File: src/rtl/match_alu_pkg.sv
// Shared types and opcode constants for the match_alu_sched slice.
// Opcodes are matched against operand A; the FSM state enum is sched_state_t.
package match_alu_pkg;

    localparam int OP_INC = 17;
    localparam int OP_ADD = 21;
    localparam int OP_SUB = 34;

    typedef enum logic [1:0] {
        IDLE,
        EXEC,
        RESP
    } sched_state_t;

endpackage

File: src/rtl/match_alu.sv
// Combinational opcode-matching ALU: operand A selects the function.
// Ports: A, B (W-bit operands) -> XOUT (W-bit result, mod 2^W).
module match_alu
    import match_alu_pkg::*;
#(
    parameter int W = 8
) (
    input  logic [W-1:0] A,
    input  logic [W-1:0] B,
    output logic [W-1:0] XOUT
);

    // if-chain rather than case: for very small W the constants may alias
    always_comb begin
        XOUT = A * B;
        if (A == W'(OP_INC)) begin
            XOUT = A + W'(1);
        end else if (A == W'(OP_ADD)) begin
            XOUT = A + B;
        end else if (A == W'(OP_SUB)) begin
            XOUT = A - B;
        end
    end

endmodule

File: src/rtl/match_alu_sched.sv
// Round-robin scheduler sharing one match_alu between NREQ requesters.
// Ports: CLK, RST_N (sync, active-low), REQ_VALID/REQ_A/REQ_B/REQ_READY
// per requester, RSP_VALID/RSP_READY/RSP_ID/RSP_DATA response, BUSY.
// Define MATCH_ALU_SCHED_FIXED_PRIO_EN for fixed lowest-index priority.
module match_alu_sched
    import match_alu_pkg::*;
#(
    parameter int NREQ = 4,
    parameter int W    = 8,
    localparam int IDW = (NREQ > 1) ? $clog2(NREQ) : 1
) (
    input  logic              CLK,
    input  logic              RST_N,
    input  logic [NREQ-1:0]   REQ_VALID,
    input  logic [NREQ*W-1:0] REQ_A,
    input  logic [NREQ*W-1:0] REQ_B,
    output logic [NREQ-1:0]   REQ_READY,
    output logic              RSP_VALID,
    input  logic              RSP_READY,
    output logic [IDW-1:0]    RSP_ID,
    output logic [W-1:0]      RSP_DATA,
    output logic              BUSY
);

    // Returns {found, index}; scanning from the far end down lets the
    // candidate closest to p overwrite the others.
    function automatic logic [IDW:0] rr_pick(
        input logic [NREQ-1:0] v,
        input logic [IDW-1:0]  p
    );
        logic [IDW:0] r;
        int           j;
        r = '0;
        for (int k = NREQ - 1; k >= 0; k--) begin
            j = (int'(p) + k) % NREQ;
            if (v[j]) begin
                r = {1'b1, IDW'(j)};
            end
        end
        return r;
    endfunction

    sched_state_t   state;
    sched_state_t   state_n;
    logic [IDW-1:0] ptr;
    logic [IDW-1:0] g_q;
    logic [W-1:0]   a_q;
    logic [W-1:0]   b_q;
    logic [W-1:0]   alu_out;
    logic [IDW:0]   sel;
    logic           found;
    logic [IDW-1:0] gnt;
    logic [IDW-1:0] ptr_nxt;

    // In the fixed-priority build ptr never leaves 0, so the same
    // search degenerates to lowest-index-wins.
    assign sel     = rr_pick(REQ_VALID, ptr);
    assign found   = sel[IDW];
    assign gnt     = sel[IDW-1:0];
    assign ptr_nxt = (g_q == IDW'(NREQ - 1)) ? '0 : g_q + 1'b1;
    assign BUSY    = (state != IDLE);

    match_alu #(
        .W(W)
    ) u_alu (
        .A   (a_q),
        .B   (b_q),
        .XOUT(alu_out)
    );

    always_comb begin
        REQ_READY = '0;
        if (RST_N && state == IDLE && found) begin
            REQ_READY = NREQ'(1) << gnt;
        end
    end

    always_comb begin
        state_n = state;
        unique case (state)
            IDLE:    if (found) state_n = EXEC;
            EXEC:    state_n = RESP;
            RESP:    if (RSP_READY) state_n = IDLE;
            default: state_n = IDLE;
        endcase
    end

    always_ff @(posedge CLK) begin
        if (!RST_N) begin
            state     <= IDLE;
            ptr       <= '0;
            g_q       <= '0;
            a_q       <= '0;
            b_q       <= '0;
            RSP_VALID <= 1'b0;
            RSP_ID    <= '0;
            RSP_DATA  <= '0;
        end else begin
            state <= state_n;
            unique case (state)
                IDLE: begin
                    if (found) begin
                        a_q <= REQ_A[int'(gnt)*W +: W];
                        b_q <= REQ_B[int'(gnt)*W +: W];
                        g_q <= gnt;
                    end
                end
                EXEC: begin
                    RSP_DATA  <= alu_out;
                    RSP_ID    <= g_q;
                    RSP_VALID <= 1'b1;
                end
                RESP: begin
                    if (RSP_READY) begin
                        RSP_VALID <= 1'b0;
`ifdef MATCH_ALU_SCHED_FIXED_PRIO_EN
                        ptr <= '0;
`else
                        ptr <= ptr_nxt;
`endif
                    end
                end
                default: ;
            endcase
        end
    end

endmodule

File: config.mk
export PLATFORM = sky130hd
export DESIGN_NAME = match_alu_sched
export DESIGN_NICKNAME = d
export VERILOG_FILES = /design/src/rtl/match_alu_pkg.sv /design/src/rtl/match_alu.sv /design/src/rtl/match_alu_sched.sv
export SDC_FILE = /design/constraint.sdc
export NUM_CORES = 1
export LEC_CHECK = 0
export CELL_PAD_IN_SITES_DETAIL_PLACEMENT = 0
export CELL_PAD_IN_SITES_GLOBAL_PLACEMENT = 2
export CORE_MARGIN = 1.5
export CORE_UTILIZATION = 32
export CTS_CLUSTER_DIAMETER = 100
export DETAILED_ROUTE_END_ITERATION = 12
export PLACE_DENSITY_LB_ADDON = 0.15
export SLEW_MARGIN = 5
export SYNTH_ARGS = -nofsm -noshare
export SYNTH_HDL_FRONTEND = slang
export SYNTH_SLANG_ARGS = --single-unit
File: constraint.sdc
create_clock -name CLK -period 10 [get_ports CLK]
set_input_delay 2 -clock CLK [delete_from_list [all_inputs] [get_ports CLK]]
set_output_delay 2 -clock CLK [all_outputs]
set_load 0.01 [all_outputs]
==> flow_summary.toml <==
[timing]
tns_ns = 0
slew_headroom = 0.4390
setup_slack_ns = 3.610
finalHoldViolations = 0
setup_violations = 0
fin_crit_ns = 6.390
slew_viol_final = 0
grt_setup_unrepaired = "no"
max_freq_mhz = 156.5
final.setup_skew_ns = 0.008706
period_share = 0.6390
tightest_slew_ns = 0.8406

[pwr]
cellPowerDensity_nw_per_um2 = 121.8
ir_drop_uv = 69.56
p_leak_nw = 2.058

[clock_network]
h-tree-depth = 2
postCtsSetupBuffers = 0
cts_hold_buf = 0
clkSlewWorstSetupHoldPaths_ns = 0.06
cts_tree = "built"
cts_resized = 0
clk_path_buf_depth = 2
cts.sinks = 33
cts_buffers = 5
insertion_delay_ns = 0.27
ctsRootBufferMaster = "clkbuf_16"

[synth]
syn_inst = 433
synth_area_um2 = 3652
yosys.area.top_type_share = 0.1809
synth_area_per_cell_um2 = 8.435
syn_nets = 552
synth_ff_type = "dfxtp_1"
ys_async_sr_fraction = 0
ys_types = 57
synth_edf_count = 0
seq_area_frac_synth = 0.1809
synth_top_area_cell = "dfxtp_1"
synth_warnings = 0
synth.area.top_cells = "dfxtp_1, ha_1, fa_1, nand2_1, mux2i_1"
synth_seq_cells = 33

[worst_hold_path]
min_path_type = "reg2reg"
hold_start = "RSP_DATA[2]"
min_to = "RSP_DATA[2]"
min_path_cells = 2

[global_routing]
grt_pass1_wl_um = 15380
grt_pass1_vias = 3207
gr-total-overflow = 0
antenna_found_initial = 0
grt_max_degree = 38
grtUsageTotal = 0.1649

[placement]
place_congestion = 0.8136
postPlaceCellArea_um2 = 4611
dpl.cell_count = 644
io_buffer_count = 86
dp_slack_ns = 3.577
dpl.hpwl_um = 7669

[floorplan]
die_y_um = 109.8
core_area_um2 = 10980
initial_core_util = 0.3325
rows = 38
pin_count = 87
die_w_um = 109.8
die_area_um2 = 12060

[worst_setup_path]
slowest_delay_ns = 0.65
reg2reg_from = "a_q[2]"
crit_path_frequent_cell = "clkdlybuf4s50_1"
required_ns = 8.00
critPathKind = "in2out"
crit_fanout = 18
crit_chain = "clkdlybuf4s50_1 -> nor4_1 -> nor2_2 -> nand2_1 -> inv_1 -> and3_1 -> clkdlybuf4s50_1"
cp-end-kind = "output pin"
crit_slowest_cell = "nor2_2"
reg2reg_slack_ns = 5.57
timing.rr.end = "RSP_DATA[7]"
arrival_ns = 4.39
cp-start-kind = "input port"
reg2reg_depth = 16

[cells_and_area]
final_nets = 630
drive_gt1_frac = 0.09570
final_cells = 652
fin_area_um2 = 4783
area_growth_pct = 30.97
diodes = 0
final_util = 0.4355

[run_status]
outcome = "finished clean"

[route]
drcViolationCount = 0
drt-vias-per-instance = 4.817
vias = 3141
routedWlPerCell_um = 14.50
ant_nets = 0
firstDrtPassIters = 5
wl_um = 9451
drtIter0Drc = 115

[flow_run]
drv_cap = 0
-- layer usage --
layer  part of all wire  track usage  vias to the layer above
met1               0.48       0.2162                     1425
met4              0.015      0.05380                        0
li1                   -            -                     1626
met2               0.46       0.2733                       82
met3              0.046      0.02845                        8
met5                  0            0                        -
-- cell usage in the layout (no fill, tap or decap), types with 9 or more instances in the layout --
master | synthesis | layout
ha_1 | 34 | 34
xnor2_1 | 16 | 16
a21oi_1 | 17 | 17
fa_1 | 14 | 14
nor2_1 | 20 | 20
and2_1 | 12 | 12
mux2_4 | 9 | 9
a21boi_1 | 17 | 17
nand2_1 | 67 | 67
clkdlybuf4s50_1 | 0 | 86
o211ai_2 | 9 | 9
dfxtp_1 | 33 | 33
inv_1 | 44 | 44
mux2i_1 | 21 | 21
-- where the power goes --
group | internal [mW] | switching [mW]
registers | 0.146 | 0.0257
logic | 0.115 | 0.118
clock network | 0.124 | 0.0536
total | 0.385 | 0.197
-- state kept, by name (all words and copies together), names as in the netlist --
register,count
RSP_DATA,8
a_q,8
b_q,8
RSP_ID,2
g_q,2
ptr,2
state,2
RSP_VALID,1
-- final cells by class --
class	instances	area, um^2
clock inverter	1	30.03
multi-input combinational	338	2726
inverter	44	165.2
fill	1131	6200
sequential	33	660.6
tap	140	175.2
clock buffer	7	142.6
timing repair buffer	89	883.3
-- cells in the mapped netlist, drive strengths merged (12+ instances only) --
| master | count |
|---|---|
| a21boi | 20 |
| a21oi | 17 |
| and2 | 12 |
| buf | 12 |
| dfxtp | 33 |
| fa | 14 |
| ha | 34 |
| inv | 44 |
| mux2 | 16 |
| mux2i | 21 |
| nand2 | 69 |
| nor2 | 22 |
| o211ai | 17 |
| xnor2 | 17 |
-- kinds of logic (layout without fill, tap and decap cells) --
| family | Yosys count | in the layout | synth area share |
|---|---|---|---|
| fa+ha+maj | 48 | 48 | 0.1932 |
| mux | 37 | 37 | 0.1161 |
| xor+xnor | 24 | 24 | 0.05961 |
| buf+inv | 62 | 141 | 0.07434 |
| compound gates | 94 | 94 | 0.1997 |
| simple gates | 135 | 135 | 0.1761 |
| flops | 33 | 33 | 0.1809 |
-- worst max-delay path: cells and delay by family --
family / cells / cell delay [ns]
buf+inv: 3 / 1.22
simple gates: 4 / 1.16
-- worst max-delay path by stage --
stage                   endpoint          from  cells past startpoint
finish              REQ_READY[1]  REQ_VALID[0]                      7
floorplan           REQ_READY[0]  REQ_VALID[0]                      5
global route        REQ_READY[3]  REQ_VALID[0]                      8
CTS                 REQ_READY[1]  REQ_VALID[0]                      7
detailed placement  REQ_READY[1]  REQ_VALID[0]                      7
global placement    REQ_READY[3]  REQ_VALID[0]                      8
-- through the flow --
stage | hold WS (ns) | power, mW
floorplan | 0.4580 | 0.3260
global placement | 0.4506 | 0.4093
detailed placement | 0.4574 | 0.4109
CTS | 0.4618 | 0.5914
global route | 0.4917 | 0.6240
finish | 0.4580 | 0.5828
(Power assumes the default switching activity.)
